<file path="config.mk">
export PLATFORM = sky130hd
export DESIGN_NAME = mem_port_arbiter
export DESIGN_NICKNAME = d
export VERILOG_FILES = /design/src/rtl/mem_port_arbiter.sv
export SDC_FILE = /design/constraint.sdc
export NUM_CORES = 1
export LEC_CHECK = 0
export ABC_AREA = 1
export CORE_ASPECT_RATIO = 0.6
export CORE_MARGIN = 3
export CORE_UTILIZATION = 39
export CTS_CLUSTER_SIZE = 10
export DETAILED_ROUTE_END_ITERATION = 6
export PLACE_DENSITY_LB_ADDON = 0.1
export SYNTH_ARGS = -nofsm -noshare
export SYNTH_HDL_FRONTEND = slang
export SYNTH_SLANG_ARGS = --single-unit
export TNS_END_PERCENT = 1
</file>
<file path="constraint.sdc">
create_clock -name clock -period 1.8 [get_ports clock]
set_input_delay 0.36 -clock clock [delete_from_list [all_inputs] [get_ports clock]]
set_output_delay 0.36 -clock clock [all_outputs]
set_load 0.01 [all_outputs]
</file>
<file path="src/rtl/mem_port_arbiter.sv">
// Two-port arbiter in front of a single-ported memory: one access per cycle,
// round-robin or fixed priority on ties from IDLE, registered read data per port.
module mem_port_arbiter #(
    parameter int AW         = 32,
    parameter int DW         = 32,
    parameter bit FIXED_PRIO = 1'b0
) (
    input  logic          clock,
    input  logic          reset,
    input  logic          p0_req,
    input  logic          p0_wen,
    input  logic [AW-1:0] p0_addr,
    input  logic [DW-1:0] p0_wdata,
    output logic          p0_gnt,
    output logic          p0_rvalid,
    output logic [DW-1:0] p0_rdata,
    input  logic          p1_req,
    input  logic          p1_wen,
    input  logic [AW-1:0] p1_addr,
    input  logic [DW-1:0] p1_wdata,
    output logic          p1_gnt,
    output logic          p1_rvalid,
    output logic [DW-1:0] p1_rdata,
    output logic          mem_ren,
    output logic          mem_wen,
    output logic [AW-1:0] mem_addr,
    output logic [DW-1:0] mem_din,
    input  logic [DW-1:0] mem_dout,
    output logic [1:0]    dbg_state
);

    // Handshake: a port holds req with its wen/addr/wdata until it samples gnt
    // high; gnt is high only in the cycle the access is driven to memory, and
    // rvalid pulses in the following cycle for reads.
    typedef enum logic [1:0] {
        IDLE = 2'd0,
        ACC0 = 2'd1,
        ACC1 = 2'd2
    } state_e;

    state_e        state_q, state_d;
    logic          last_q, last_d;
    logic          wen_l_q, wen_l_d;
    logic [AW-1:0] addr_l_q, addr_l_d;
    logic [DW-1:0] wdata_l_q, wdata_l_d;
    logic [DW-1:0] p0_rdata_q, p0_rdata_d;
    logic [DW-1:0] p1_rdata_q, p1_rdata_d;
    logic          p0_rvalid_q, p0_rvalid_d;
    logic          p1_rvalid_q, p1_rvalid_d;

    always_comb begin
        state_d     = state_q;
        last_d      = last_q;
        wen_l_d     = wen_l_q;
        addr_l_d    = addr_l_q;
        wdata_l_d   = wdata_l_q;
        p0_rdata_d  = p0_rdata_q;
        p1_rdata_d  = p1_rdata_q;
        p0_rvalid_d = 1'b0;
        p1_rvalid_d = 1'b0;
        case (state_q)
            IDLE: begin
                // On a tie, last_q=1 means port 1 was served last, so port 0 goes next.
                if (p0_req && (!p1_req || FIXED_PRIO || last_q)) begin
                    state_d   = ACC0;
                    wen_l_d   = p0_wen;
                    addr_l_d  = p0_addr;
                    wdata_l_d = p0_wdata;
                end else if (p1_req) begin
                    state_d   = ACC1;
                    wen_l_d   = p1_wen;
                    addr_l_d  = p1_addr;
                    wdata_l_d = p1_wdata;
                end
            end
            ACC0: begin
                last_d = 1'b0;
                if (!wen_l_q) begin
                    p0_rdata_d  = mem_dout;
                    p0_rvalid_d = 1'b1;
                end
                // The served port's own req is ignored here: it is still high
                // only because the requester is just now seeing gnt.
                if (p1_req) begin
                    state_d   = ACC1;
                    wen_l_d   = p1_wen;
                    addr_l_d  = p1_addr;
                    wdata_l_d = p1_wdata;
                end else begin
                    state_d = IDLE;
                end
            end
            ACC1: begin
                last_d = 1'b1;
                if (!wen_l_q) begin
                    p1_rdata_d  = mem_dout;
                    p1_rvalid_d = 1'b1;
                end
                if (p0_req) begin
                    state_d   = ACC0;
                    wen_l_d   = p0_wen;
                    addr_l_d  = p0_addr;
                    wdata_l_d = p0_wdata;
                end else begin
                    state_d = IDLE;
                end
            end
            default: state_d = IDLE;
        endcase
    end

    always_ff @(posedge clock) begin
        if (reset) begin
            state_q     <= IDLE;
            last_q      <= 1'b1;
            wen_l_q     <= 1'b0;
            addr_l_q    <= '0;
            wdata_l_q   <= '0;
            p0_rdata_q  <= '0;
            p1_rdata_q  <= '0;
            p0_rvalid_q <= 1'b0;
            p1_rvalid_q <= 1'b0;
        end else begin
            state_q     <= state_d;
            last_q      <= last_d;
            wen_l_q     <= wen_l_d;
            addr_l_q    <= addr_l_d;
            wdata_l_q   <= wdata_l_d;
            p0_rdata_q  <= p0_rdata_d;
            p1_rdata_q  <= p1_rdata_d;
            p0_rvalid_q <= p0_rvalid_d;
            p1_rvalid_q <= p1_rvalid_d;
        end
    end

    // Reset gates the strobes combinationally so an in-flight write never reaches
    // memory at the negedge of the cycle in which reset is raised.
    assign p0_gnt    = (state_q == ACC0) && !reset;
    assign p1_gnt    = (state_q == ACC1) && !reset;
    assign mem_ren   = (state_q != IDLE) && !wen_l_q && !reset;
    assign mem_wen   = (state_q != IDLE) && wen_l_q && !reset;
    assign mem_addr  = addr_l_q;
    assign mem_din   = wdata_l_q;
    assign p0_rvalid = p0_rvalid_q;
    assign p1_rvalid = p1_rvalid_q;
    assign p0_rdata  = p0_rdata_q;
    assign p1_rdata  = p1_rdata_q;
    assign dbg_state = state_q;

endmodule
</file>
==> Word level (Yosys, flattened, before mapping) <==
Index checks and enable logic that the tools add are counted.
{ "word_totals": {"output_inout_bits": 136, "word_cells": 55, "in_bits": 166, "regBits": 134} }
{ "classes": {"bitwise": 3, "n_reduce_logical": 20, "mux": 19, "eq_ne": 4} }
{ "ops": {"columns": ["cell", "n"], "rows": [
  ["32-bit 2-to-1 mux", 6],
  ["32-bit one-hot mux with 3 select lines", 2],
  ["1-bit logical AND", 7],
  ["2-bit 2-to-1 mux", 3],
  ["2-bit one-hot mux with 3 select lines", 1],
  ["2-bit AND reduction", 3],
  ["1-bit 2-to-1 mux", 5],
  ["2-bit nonzero test", 2],
  ["2-bit OR reduction", 2],
  ["1-bit zero test", 3],
  ["3-bit != test, second input constant", 1],
  ["1-bit NOT", 3],
  ["1-bit one-hot mux with 3 select lines", 1],
  ["3-bit nonzero test", 1],
  ["2-bit by 1-bit == test with 1-bit output, second input constant", 1],
  ["2-bit == test, second input constant", 1],
  ["2-bit zero test", 1],
  ["2-bit != test, second input constant", 1],
  ["1-bit one-hot mux with 2 select lines", 1],
  ["1-bit logical OR", 1]
]} }

==> Depth between registers and ports, before layout <==
{ "depth": {"word_depth": 5, "mapped_depth": 10, "mapped_depth_nobuf": 8} }

==> Worst setup path after synthesis <==
No wires, ideal clock.
{ "synth_path": {"kind": "register -> register", "start": "register state_q[0] (netlist: dbg_state[0])", "end": "register wen_l_q", "arrival_ns": 1.662, "path_slack_ns": 0.021, "setup_time_ns": 0.117, "synth_period_minus_slack_ns": 1.779, "n_path_buf": 2, "stages_incl_launch_ff": 9, "path_cell_list": "dfxtp_1 -> inv_1 -> ha_1 -> nand2_1 -> buf_2 -> buf_1 -> a21oi_1 -> nor2_1 -> nor2_1"} }
{ "synth_via": {"elab_chain_len": 3, "word_cells_on_any_way": 7, "classes_between": "eq/ne (3); mux (1); reduce/logical (3)"} }
{ "synth_lines": {"columns": ["item", "line", "source"], "rows": [
  ["from (decl)", "41", "state_e state_q, state_d;"],
  ["from (signal assigned)", "124", "state_q <= state_d;"],
  ["2-bit == test (tied with other cells)", "61", "case (state_q)"],
  ["2-bit != test (no line) or 3-bit nonzero test (tied branches)", null, null],
  ["2-bit AND reduction (no line)", null, null],
  ["to (signal assigned)", "126", "wen_l_q <= wen_l_d;"],
  ["to (decl)", "43", "logic wen_l_q, wen_l_d;"]
]} }
Several ways; a longest one is shown, not always the timed one.
A chain may end at the register's enable or synchronous reset.

==> Final worst setup path <==
{ "layout_path": {"start": "register state_q[1] (netlist: dbg_state[1])", "end": "output p1_gnt"} }
{ "layout_via": {"elab_chain_len": 2} }
{ "layout_lines": {"columns": ["item", "line", "source"], "rows": [
  ["2-bit == test", "139", "assign p1_gnt = (state_q == ACC1) && !reset;"],
  ["1-bit logical AND", "139", null],
  ["to (decl)", "21", "output logic p1_gnt,"]
]} }
No other way between the ends.

==> results.yml <==
status:
  run_status: "finished, final reports clean"
critical_path:
  count_of_buffer_and_inverter_cells_on_the_critical_path: 3
  cp.required_ps: 1440
  crit_path_max_incr_delay_ps: 320
  setup.worst_path.end_class: "output pin"
  timing.critical_path.slowest_stage_cell: "dfxtp_2"
  worst_setup_path_start_kind: "flop"
  critical_path_arrival_ps: 1380
  worst_path_dominant_cell_family: "buffers and inverters"
  timing_worst_setup_path_type: "flop to output pin"
  worstPathMaxFanout: 4
  crit_chain: "buf_4, ha_1, inv_1, nor2_1, buf_2"
floorplanning:
  io_pins: 302
  core.rowCount: 37
  height_of_the_die_um: 109.5
  floorplan.die.width_um: 178.5
  design.core.area_mm2: 0.01731
  die-area_mm2: 0.01956
  start_util_pct: 40.24
synthesis:
  ys_ff_latch: 134
  distinct_cell_type_count_after_synthesis: 20
  ys_seq_area_share_pct: 38.51
  postSynthAreaPerCell_um2: 6.293
  yosys_warnings: 0
  synthesis.nets: 1279
  netlist_instances: 1107
  synth_cell_area_mm2: 0.006967
power:
  clock_network_power_share_pct: 28.8
  worst_ir_drop_vdd_v: 0.0005900
  power_leakage_nw: 4.965
  total_power_mw: 13.28
  p_per_area_mw_per_mm2: 1203
  combPwrFrac_pct: 40.6
  sw_frac_of_total_pct: 35.03
  power.share.sequential_pct: 30.6
  power_report.internal_total_mw: 8.628
  switching_component_of_the_power_mw: 4.651
route:
  average_detailed_routed_wire_length_per_instance_um: 15.24
  drtIter0Drc: 406
  drt_first_pass_iters: 5
  wirelength_um: 24790
  vias: 7836
  drt-vias-per-instance: 4.819
  post_detailed_route_drc_marker_count: 0
  route.antenna.remaining_nets: 0
run:
  max-cap-violations: 0
clock_tree:
  h-tree-depth: 4
  cts_hold_repair.buffers: 0
  cts_buffers: 17
  insertion_delay_ps: 410
  number_of_buffers_on_the_longest_clock_path: 2
  clk_transition_reported_paths_ps: 60
  root_buffer: "clkbuf_16"
  cts_tree: "built"
  clock_sinks: 134
timing:
  timing_max_transition_violations_final: 0
  post-route-worst-setup-slack_ps: 60.52
  finalCriticalPeriod_ps: 1739
  achievable-frequency_mhz: 574.9
  max-slew-margin-rel_pct: 71.62
  final-hold-violation-count: 0
  worst_pin_slew_ps: 425.7
  post-route-period-util_pct: 96.64
  fin_skew_ps: 12.01
  setup_violations: 0
  unrepaired_setup_endpoints_after_global_routing: "true"
worst_hold_path:
  min-delay-path-class: "input pin to flop"
place:
  portBuffers: 301
  place.gp.congestion: 0.8560
  dp_hpwl_um: 16470
  detailedPlace.worstSlack_ps: -210.4
global_routing:
  grt_first_pass_wirelength_um: 37000
  grt_usage_pct: 23.73
  overflow: 0
  grt_antenna_before_repair: 0
  number_of_global_route_vias_before_repair: 6934
  grt_max_degree: 52
layout:
  post_route_cells_drive_above_1_share_pct: 7.902
  final_nets: 1552
  fin_util_pct: 63.75
  antenna_diodes: 0
  area_growth_pct: 58.44
[layout by cell type, fill, tap and decap left out, drive strengths merged]
master           n
a21oi           67
buf             37
bufinv           4
clkbuf          22
clkdlybuf4s50  294
clkinvlp         2
dfxtp          134
dlygate4sd2      2
ha               6
inv             84
nand2          276
nand3           67
nor2           263
nor3             2
nor3b            1
o211ai           1
o21ai          130
[cells by family after synthesis]
family,after synthesis,synth area share [%]
AO/OA/AOI/OAI,198,15.34
AND/OR/NAND/NOR,609,34.21
flip-flops,134,38.51
adder cells (fa/ha/maj),6,1.078
buffers and inverters,160,10.87
[worst min-delay path, cell delays in order]
cell and delay (ps):
buf_2 190, nor3b_1 110, nand2_1 60, a21oi_1 50
[routing by layer]
layer  global-route usage, %  up-vias  share of wire (%)
li1                        -     4016                  -
met5                       0        -                  0
met2                   37.14      277                 44
met3                   7.557       17                9.2
met4                   5.944        0               0.93
met1                   31.85     3526                 46
[flip-flops by register name, indices dropped and copies added, names as in the netlist]
| register | count |
|---|---|
| mem_addr | 32 |
| wen_l_q | 1 |
| p0_rvalid | 1 |
| last_q | 1 |
| mem_din | 32 |
| p1_rvalid | 1 |
| p0_rdata | 32 |
| dbg_state | 2 |
| p1_rdata | 32 |
[per-stage QoR]
| stage | TNS [ps] | hold slack [ps] | std cells | instance area, µm² |
|---|---|---|---|---|
| 2_1_floorplan | 0 | 472.8 | 1107 | 6967 |
| 3_3_place_gp | -492.2 | 460.7 | 1589 | 10250 |
| 3_5_place_dp | -625.0 | 469.6 | 1589 | 10250 |
| 4_1_cts | -25.93 | 383.0 | 1620 | 10880 |
| 5_1_grt | -56.41 | 413.3 | 1626 | 11040 |
| 6_report | 0 | 404.7 | 1626 | 11040 |
[final cells by class]
class,count,area [µm²]
clock buffers,17,425.4
inverters,76,285.3
repair buffers,338,3563
well taps,234,292.8
clock inverters,14,212.7
fillers,1616,6276
multi-input cells,813,3575
flip-flops and latches,134,2684
[Yosys cell counts]
cell type    n  area (µm²)
nand2_2      1       6.260
inv_2        3       11.26
clkbuf_1    27       101.4
inv_1       73       274.0
nand3_2      1       10.01
nor3_1       2       10.01
dfxtp_1    134        2683
o21ai_0    130       650.6
nand2_1    275        1032
a21oi_1     47       235.2
buf_6        8       90.09
ha_1         6       75.07
buf_2       32       160.2
nand3_1     66       330.3
a21oi_2     20       175.2
o211ai_1     1       7.510
buf_4       15       112.6
nor2_1     263       987.2
buf_1        2       7.510
nor3b_1      1       7.510
[power groups by stage]
stage	clock network [mW]	registers [mW]	logic (mW)
after floorplan	0	4.36	2.50
after global placement	0	4.09	5.13
after detailed placement	0	4.11	5.17
after CTS	3.91	4.06	5.20
after global routing	4.06	4.15	5.96
final	3.83	4.06	5.39
[path summary, 6_finish.rpt]
path         slack [ps]  cells after the start                   endpoint                      start
min reg2reg         480                      2  p0_rdata[25]$_SDFFE_PP0P_  p0_rdata[25]$_SDFFE_PP0P_
max                  60                      5                     p1_gnt  dbg_state[1]$_SDFFE_PP0P_
max reg2reg         110                     10   mem_din[13]$_SDFFE_PP0P_  dbg_state[1]$_SDFFE_PP0P_
min                 400                      4  dbg_state[0]$_SDFFE_PP0P_                     p1_req
[timing repair]
item                                   CTS  global route
pin swaps                                0             2
gates resized for setup                 20             8
gates cloned                             0             5
buffers inserted                         0             1
endpoints found under the hold margin    0             0
setup endpoints to repair                6            68
No activity file was read; power rests on OpenSTA's default activity.
